## src/rtl/ps2_key_pkg.sv

```systemverilog
// Shared constants for the PS/2 arrow-key scheduler: scancodes, direction
// indices, scheduler state encoding and small one-hot helpers.
package ps2_key_pkg;

  localparam logic [7:0] SC_UP    = 8'h75;
  localparam logic [7:0] SC_DOWN  = 8'h72;
  localparam logic [7:0] SC_LEFT  = 8'h6B;
  localparam logic [7:0] SC_RIGHT = 8'h74;

  localparam logic [1:0] DIR_UP    = 2'd0;
  localparam logic [1:0] DIR_DOWN  = 2'd1;
  localparam logic [1:0] DIR_LEFT  = 2'd2;
  localparam logic [1:0] DIR_RIGHT = 2'd3;

  typedef enum logic [1:0] {
    ST_IDLE   = 2'd0,
    ST_DELAY  = 2'd1,
    ST_REPEAT = 2'd2
  } sched_state_e;

  // Fallback arbitration: lowest index wins (up > down > left > right).
  function automatic logic [3:0] lowest_set(input logic [3:0] v);
    return v & (~v + 4'd1);
  endfunction

  function automatic logic [1:0] dir_of(input logic [3:0] onehot);
    case (onehot)
      4'b0001: return DIR_UP;
      4'b0010: return DIR_DOWN;
      4'b0100: return DIR_LEFT;
      4'b1000: return DIR_RIGHT;
      default: return DIR_UP;
    endcase
  endfunction

endpackage

```

## src/rtl/ps2_arrow_decode.sv

```systemverilog
// Combinational classifier: maps a decoder frame to an arrow direction,
// flagging whether it is an extended arrow code and whether it is a release.
module ps2_arrow_decode
  import ps2_key_pkg::*;
(
  input  logic [9:0] frame_i,
  output logic       valid_o,
  output logic       is_break_o,
  output logic [1:0] dir_o
);

  // Arrow keys only count when the E0 prefix flag is present.
  always_comb begin
    valid_o    = 1'b0;
    dir_o      = DIR_UP;
    is_break_o = frame_i[9];
    case (frame_i[7:0])
      SC_UP:    begin valid_o = frame_i[8]; dir_o = DIR_UP;    end
      SC_DOWN:  begin valid_o = frame_i[8]; dir_o = DIR_DOWN;  end
      SC_LEFT:  begin valid_o = frame_i[8]; dir_o = DIR_LEFT;  end
      SC_RIGHT: begin valid_o = frame_i[8]; dir_o = DIR_RIGHT; end
      default:  begin valid_o = 1'b0;       dir_o = DIR_UP;    end
    endcase
  end

endmodule

```

## src/rtl/ps2_arrow_scheduler.sv

```systemverilog
// Turns PS/2 arrow make/break frames into move pulses: tracks held keys,
// arbitrates (latest press wins) and generates its own delay/repeat cadence.
module ps2_arrow_scheduler
  import ps2_key_pkg::*;
#(
  parameter int DELAY_CYC  = 30000000,
  parameter int REPEAT_CYC = 10000000,
  parameter int CNT_W      = 25
) (
  input  logic       clk,
  input  logic       rst_n,
  input  logic [9:0] ps2_out,
  input  logic       ps2_ready,
  input  logic       enable,
  output logic [3:0] held,
  output logic [3:0] active,
  output logic       move_pulse,
  output logic [1:0] move_dir
);

  localparam logic [CNT_W-1:0] DLY_LAST = CNT_W'(DELAY_CYC - 1);
  localparam logic [CNT_W-1:0] RPT_LAST = CNT_W'(REPEAT_CYC - 1);

  logic             dec_valid_s;
  logic             dec_break_s;
  logic [1:0]       dec_dir_s;
  logic [3:0]       key_oh_s;
  logic [3:0]       held_q, held_d;
  logic [3:0]       active_q, active_d;
  logic             pulse_q;
  logic [1:0]       dir_q;
  logic [CNT_W-1:0] cnt_q;
  sched_state_e     state_q;

  ps2_arrow_decode u_decode (
    .frame_i    (ps2_out),
    .valid_o    (dec_valid_s),
    .is_break_o (dec_break_s),
    .dir_o      (dec_dir_s)
  );

  assign key_oh_s = 4'b0001 << dec_dir_s;

  // Held/active update from an accepted frame; typematic makes and breaks
  // of keys that are not held fall through unchanged.
  always_comb begin
    held_d   = held_q;
    active_d = active_q;
    if (ps2_ready && dec_valid_s) begin
      if (!dec_break_s && ((held_q & key_oh_s) == 4'd0)) begin
        held_d   = held_q | key_oh_s;
        active_d = key_oh_s;
      end else if (dec_break_s && ((held_q & key_oh_s) != 4'd0)) begin
        held_d = held_q & ~key_oh_s;
        if (active_q == key_oh_s) begin
          active_d = lowest_set(held_q & ~key_oh_s);
        end else begin
          active_d = active_q;
        end
      end else begin
        held_d   = held_q;
        active_d = active_q;
      end
    end else begin
      held_d   = held_q;
      active_d = active_q;
    end
  end

  // Scheduler FSM, cadence counter and registered outputs. A frame-driven
  // direction change is checked before timer expiry so the frame wins.
  always_ff @(posedge clk or negedge rst_n) begin
    if (!rst_n) begin
      held_q   <= 4'd0;
      active_q <= 4'd0;
      pulse_q  <= 1'b0;
      dir_q    <= 2'd0;
      cnt_q    <= '0;
      state_q  <= ST_IDLE;
    end else begin
      held_q   <= held_d;
      active_q <= active_d;
      pulse_q  <= 1'b0;
      if (!enable || (active_d == 4'd0)) begin
        state_q <= ST_IDLE;
        cnt_q   <= '0;
      end else if ((active_d != active_q) || (state_q == ST_IDLE)) begin
        pulse_q <= 1'b1;
        dir_q   <= dir_of(active_d);
        cnt_q   <= '0;
        state_q <= ST_DELAY;
      end else if ((state_q == ST_DELAY) && (cnt_q == DLY_LAST)) begin
        pulse_q <= 1'b1;
        dir_q   <= dir_of(active_q);
        cnt_q   <= '0;
        state_q <= ST_REPEAT;
      end else if ((state_q == ST_REPEAT) && (cnt_q == RPT_LAST)) begin
        pulse_q <= 1'b1;
        dir_q   <= dir_of(active_q);
        cnt_q   <= '0;
        state_q <= ST_REPEAT;
      end else if ((state_q == ST_DELAY) || (state_q == ST_REPEAT)) begin
        cnt_q <= cnt_q + CNT_W'(1);
      end else begin
        cnt_q   <= '0;
        state_q <= ST_IDLE;
      end
    end
  end

  assign held       = held_q;
  assign active     = active_q;
  assign move_pulse = pulse_q;
  assign move_dir   = dir_q;

endmodule

```

## config.mk

```make
export PLATFORM = sky130hd
export DESIGN_NAME = ps2_arrow_scheduler
export DESIGN_NICKNAME = d
export VERILOG_FILES = /design/src/rtl/ps2_key_pkg.sv /design/src/rtl/ps2_arrow_decode.sv /design/src/rtl/ps2_arrow_scheduler.sv
export SDC_FILE = /design/constraint.sdc
export NUM_CORES = 1
export LEC_CHECK = 0
export CELL_PAD_IN_SITES_DETAIL_PLACEMENT = 0
export CELL_PAD_IN_SITES_GLOBAL_PLACEMENT = 2
export CORE_ASPECT_RATIO = 0.7
export CORE_MARGIN = 5
export CORE_UTILIZATION = 30
export CTS_BUF_LIST = sky130_fd_sc_hd__clkbuf_8
export DETAILED_ROUTE_END_ITERATION = 8
export PLACE_DENSITY = 0.67
export SETUP_SLACK_MARGIN = 0.05
export SKIP_CTS_REPAIR_TIMING = 1
export SLEW_MARGIN = 20
export SYNTH_ARGS = -nofsm -noshare
export SYNTH_HDL_FRONTEND = slang
export SYNTH_SLANG_ARGS = --single-unit
```

## constraint.sdc

```tcl
create_clock -name clk -period 3.2 [get_ports clk]
set_input_delay 0.8 -clock clk [delete_from_list [all_inputs] [get_ports clk]]
set_output_delay 0.8 -clock clk [all_outputs]
set_load 0.01 [all_outputs]
```

**Word-level counts from Yosys, hierarchy flattened**

Index checks and enable logic that the tools add are counted.
Widths: inputs -> output; s select.

- Output and inout port bits: 11
- Flip-flop bits (word level): 38
- Logic and storage cells: 79

- Bitwise operators: 7
- $add $sub $neg: 2
- Shift operators: 1
- Equality and inequality tests: 17
- Reduce and logical (&&, ||, !) cells: 19
- Mux-type cells: 27

Operator list:

| cell | number |
|---|---|
| $mux 25 | 5 |
| $eq 8x7->1 const B | 4 |
| $add 25x1->25 const B | 1 |
| $eq 25x24->1 const B | 1 |
| $eq 25x25->1 const B | 1 |
| $mux 4 | 6 |
| $pmux 2 s3 | 3 |
| $mux 2 | 8 |
| $and 4x4->4 | 3 |
| $eq 4x2->1 const B | 2 |
| $eq 4x3->1 const B | 2 |
| $eq 4x4->1 const B | 2 |
| $logic_not 4->1 | 2 |
| $not 4->4 | 2 |
| $logic_and 1x1->1 | 5 |
| $mux 1 | 5 |
| $ne 5x5->1 const B | 1 |
| $add 4x1->4 const B | 1 |
| $eq 4x4->1 | 1 |
| $ne 4x4->1 | 1 |
| $or 4x4->4 | 1 |
| $reduce_and 2->1 | 2 |
| $reduce_bool 4->1 | 1 |
| $reduce_or 4->1 | 1 |
| 9 further kinds | 12 |

**Longest topological paths before layout**

- Word-level depth: 16
- Gate-level depth with buffers: 15
- Depth with buffers taken out: 14

**Hierarchy**

From an unflattened synthesis, not the netlist that was laid out.

- Cell total of the unflattened synthesis: 281
- Area, all modules: 2,632.5 µm²

By module, submodules not included:

| module | instances | cells an instance | area each (µm²) |
|---|---|---|---|
| ps2_arrow_scheduler | 1 | 267 | 2,532.4 |
| ps2_arrow_decode | 1 | 14 | 100.1 |

**Least setup slack after synthesis**

No wires, ideal clock.

- Path kind: input -> register
- Start: input ps2_out[0]
- End: register cnt_q[7]
- Stages on the path: 12
- Arrival: 3,125 ps
- Path slack: 5 ps
- Buffers on the path: 1
- Cells stage by stage: nor3b_4 nand3_2 o221a_2 nand2_1 ha_1 o2111a_2 nand4_2 o32a_4 nand4_4 o2111ai_4 buf_6 nor2_2

- Cells in the longest elaborated chain, start to end: 16
- Elaborated cells between the ends (all ways): 30
- Classes of those cells: 1 x add/sub; 6 x eq/ne; 1 x shift; 8 x mux; 5 x bitwise; 9 x reduce/logical

RTL lines:

| what | line | source |
|---|---|---|
| start, declared | ps2_arrow_scheduler.sv:12 | `input logic [9:0] ps2_out,` |
| $eq 8x7->1 | ps2_arrow_decode.sv:17 | `case (frame_i[7:0])` |
| $pmux 2 s3 | ps2_arrow_decode.sv:17 |  |
| $shl 1x2->4 | ps2_arrow_scheduler.sv:42 | `assign key_oh_s = 4'b0001 << dec_dir_s;` |
| $not 4->4 | ps2_arrow_scheduler.sv:56 | `active_d = lowest_set(held_q & ~key_oh_s);` |
| $and 4x4->4 | ps2_arrow_scheduler.sv:56 |  |
| $not 4->4 | ps2_key_pkg.sv:23 | `return v & (~v + 4'd1);` |
| $add 4x1->4 | ps2_key_pkg.sv:23 |  |
| $and 4x4->4 | ps2_key_pkg.sv:23 |  |
| $mux 4 | ps2_arrow_scheduler.sv:55 | `if (active_q == key_oh_s) begin` |
| $mux 4 | ps2_arrow_scheduler.sv:53 | `end else if (dec_break_s && ((held_q & key_oh_s) != 4'd0)) begin` |
| $mux 4 | ps2_arrow_scheduler.sv:50 | `if (!dec_break_s && ((held_q & key_oh_s) == 4'd0)) begin` |
| $mux 4 * | ps2_arrow_scheduler.sv:49 | `if (ps2_ready && dec_valid_s) begin` |
| $ne 4x4->1 | ps2_arrow_scheduler.sv:87 | `end else if ((active_d != active_q) \|\| (state_q == ST_IDLE)) begin` |
| $logic_or 1x1->1 | ps2_arrow_scheduler.sv:87 |  |
| $mux 25 | ps2_arrow_scheduler.sv:87 |  |
| $mux 25 * | ps2_arrow_scheduler.sv:84 | `if (!enable \|\| (active_d == 4'd0)) begin` |
| end signal, assigned | ps2_arrow_scheduler.sv:103 | `cnt_q <= cnt_q + CNT_W'(1);` |
| end, declared | ps2_arrow_scheduler.sv:32 | `logic [CNT_W-1:0] cnt_q;` |

Every way passes the cells marked *; elsewhere a longest branch is shown, timed or not.
A chain may end at the register's enable or synchronous reset.

**Final worst setup path**

- Start: input ps2_out[0]
- End: register cnt_q[5]

Same word-level chain as after synthesis.

==> results.py <==
metrics = {
    "outcome": {
        "status": "finished clean",
    },
    "route": {
        "drt_iter0_drc": 109,
        "drc": 0,
        "wl_per_cell_um": 15.2,
        "viasPerCell": 4.87,
        "wirelength_um": 7130,
        "antenna_left": 0,
        "drt_pre_antenna_iters": 4,
        "dr_total_vias": 2283,
    },
    "min_path": {
        "hold_depth": 1,
        "hold_class": "reg -> reg",
    },
    "power": {
        "fin_total_pwr_w": 0.000948,
        "power_density_mw_per_mm2": 261,
        "ir_drop_mv": 0.121,
        "p_leak_nw": 1.49,
    },
    "floorplanning": {
        "die_h_um": 88.0,
        "ioPinCount": 25,
        "core-area_mm2": 0.00848,
        "num_rows": 28,
        "fp.dieW_um": 121,
        "initial_core_util": 0.307,
        "fp.dieArea_mm2": 0.0107,
    },
    "logic_synthesis": {
        "synth_edf_count": 0,
        "synthArstFlopShare": 1.00,
        "synthCells": 270,
        "syn_avg_cell_area_um2": 9.65,
        "syn_nets": 290,
        "synth-seq-cells": 38,
        "synth_ff_type": "dfrtp_1",
        "yosys.cell_types.count": 65,
        "netlist_area_mm2": 0.00261,
        "ys.warnings.count": 0,
        "seq_area_frac_synth": 0.365,
    },
    "sta": {
        "fmax_mhz": 321,
        "fin_skew_ns": 0.00839,
        "worstMarginPinSlew_ns": 0.885,
        "period_share": 0.973,
        "relSlewSlack": 0.410,
        "setup_viol": 0,
        "finalMaxSlewViolations": 0,
        "fin_crit_ns": 3.11,
        "finalHoldViolations": 0,
        "grt_setup_unrepaired": "yes",
    },
    "clock_network": {
        "cts_max_level": 2,
        "clkSinkCount": 38,
        "cts.clk_slew.worst_paths_ns": 0.08,
        "cts_tree": "built",
        "clock_path_buffers": 2,
        "tritoncts.num_buffers": 5,
        "clkLatencyLatePin_ns": 0.29,
        "cts_root_buf": "clkbuf_8",
    },
    "global_routing": {
        "antenna_found_initial": 0,
        "grt_pass1_wl_um": 11000,
        "grt_max_degree": 39,
        "overflow": 0,
        "grt_usage": 0.131,
        "grt_pass1_vias": 2097,
    },
    "place": {
        "port_buffers": 24,
        "gp_congestion": 0.803,
        "dp_hpwl_um": 5100,
        "place_inst": 450,
    },
    "layout": {
        "final_nets": 368,
        "drive_gt1_frac": 0.358,
        "areaGrowthSynthToFinish_pct": 39.3,
        "final_cells": 469,
        "diodes": 0,
        "post-route-util": 0.428,
    },
    "worst_setup_path": {
        "worstSetupStartpointType": "input port",
        "crit_fanout": 6,
        "endpoint_kind": "register",
        "crit_start": "ps2_out[0]",
        "r2r_end": "cnt_q[5]$_DFF_PN0_",
        "timing.rr.start": "state_q[0]$_DFFE_PN0P_",
        "crit_type": "in -> reg",
        "critical_path_arrival_ns": 3.30,
        "r2r_cells": 10,
        "r2r_slack_ns": 0.43,
        "crit_end": "cnt_q[5]$_DFF_PN0_",
        "cp_data_required_time_ns": 3.39,
    },
    "run": {
        "drv_cap": 0,
    },
}
[synth_stat cells, types with 4 or more instances]
| library cell | number | area (um2) |
|---|---|---|
| nand4_1 | 7 | 43.8 |
| nor2_2 | 20 | 125 |
| o21ai_0 | 7 | 35.0 |
| ha_1 | 6 | 75.1 |
| nand2_1 | 26 | 97.6 |
| a21oi_1 | 5 | 25.0 |
| nor3_1 | 6 | 30.0 |
| nor2_1 | 20 | 75.1 |
| xnor2_1 | 11 | 96.3 |
| inv_1 | 14 | 52.6 |
| dfrtp_1 | 38 | 951 |
| xor2_1 | 16 | 140 |
| nand3_1 | 14 | 70.1 |
| a211oi_1 | 4 | 30.0 |
[layout by cell type, fill, tap and decap left out, drive strengths merged, types with 3 or more instances in the layout]
| cell type | count |
|---|---|
| nand2 | 26 |
| a2bb2oi | 3 |
| or4 | 3 |
| o21ai | 9 |
| inv | 15 |
| o2111ai | 4 |
| dfrtp | 38 |
| ha | 6 |
| a21oi | 5 |
| o211ai | 3 |
| xnor2 | 11 |
| a211oi | 4 |
| and3 | 4 |
| o221ai | 3 |
| nand4 | 9 |
| o211a | 3 |
| nor2 | 40 |
| clkbuf | 12 |
| nor3 | 6 |
| nand3 | 16 |
| buf | 55 |
| xor2 | 16 |
| clkdlybuf4s50 | 15 |
[critical path, stage by stage]
cell and delay, ns:
buf_8 0.10, nor3b_4 0.32, buf_6 0.16, nand4_1 0.12, o221a_4 0.15, nand2_4 0.08
ha_4 0.13, o2111a_2 0.26, buf_6 0.12, o221ai_4 0.13, nand2_2 0.12, nand4_4 0.12
o2111ai_4 0.36, clkbuf_16 0.25, nor2_2 0.04
[per-layer routing]
| layer | wire length [um] | global-route usage | vias to the layer above |
|---|---|---|---|
| met1 | 3890 | 0.203 | 1087 |
| li1 | - | - | 1140 |
| met3 | 325 | 0.0310 | 7 |
| met4 | 59 | 0.0336 | 0 |
| met2 | 2860 | 0.180 | 49 |
| met5 | 0 | 0 | - |
[per-stage QoR]
| stage | hold slack [ns] | setup TNS [ns] | setup WS [ns] | area [um2] |
|---|---|---|---|---|
| final | 0.504 | 0 | 0.0876 | 3630 |
| after global routing | 0.533 | 0 | 0.00560 | 3630 |
| after CTS | 0.506 | -5.97 | -0.228 | 3360 |
| after detailed placement | 0.491 | -15.88 | -0.541 | 3270 |
| after global placement | 0.488 | -19.09 | -0.647 | 3270 |
| after floorplan | 0.460 | 0 | 0.0505 | 2650 |
[kinds of logic (layout without fill, tap and decap cells)]
kind of cell	after synthesis	count (layout)	synth area share
compound gates	51	51	0.168
xor+xnor	27	27	0.0907
fa+ha+maj	6	6	0.0288
buf+inv	21	100	0.0586
flops	38	38	0.365
mux	2	2	0.00816
simple gates	125	125	0.281
[worst min path at each step]
stage | startpoint | end | slack (ns)
2_1_floorplan | cnt_q[0]$_DFF_PN0_ | cnt_q[0]$_DFF_PN0_ | 0.46
3_3_place_gp | cnt_q[0]$_DFF_PN0_ | cnt_q[0]$_DFF_PN0_ | 0.49
3_5_place_dp | cnt_q[0]$_DFF_PN0_ | cnt_q[0]$_DFF_PN0_ | 0.49
4_1_cts | cnt_q[0]$_DFF_PN0_ | cnt_q[0]$_DFF_PN0_ | 0.51
5_1_grt | move_dir[1]$_DFFE_PN0P_ | move_dir[1]$_DFFE_PN0P_ | 0.53
6_report | cnt_q[0]$_DFF_PN0_ | cnt_q[0]$_DFF_PN0_ | 0.50
[where the power goes]
part           switching [W]  internal [W]  total (W)
Clock               0.000174      0.000171   0.000345
Sequential        0.00000336      0.000483   0.000487
Combinational      0.0000585     0.0000586   0.000117
[cell type report]
cell class / instances / area, um2
fillers: 878 / 4850
multi-input cells: 211 / 1680
flip-flops and latches: 38 / 951
repair buffers: 78 / 698
well taps: 120 / 150
clock buffers: 6 / 82.6
inverters: 14 / 55.1
clock inverters: 2 / 8.76
(Power assumes the default switching activity.)
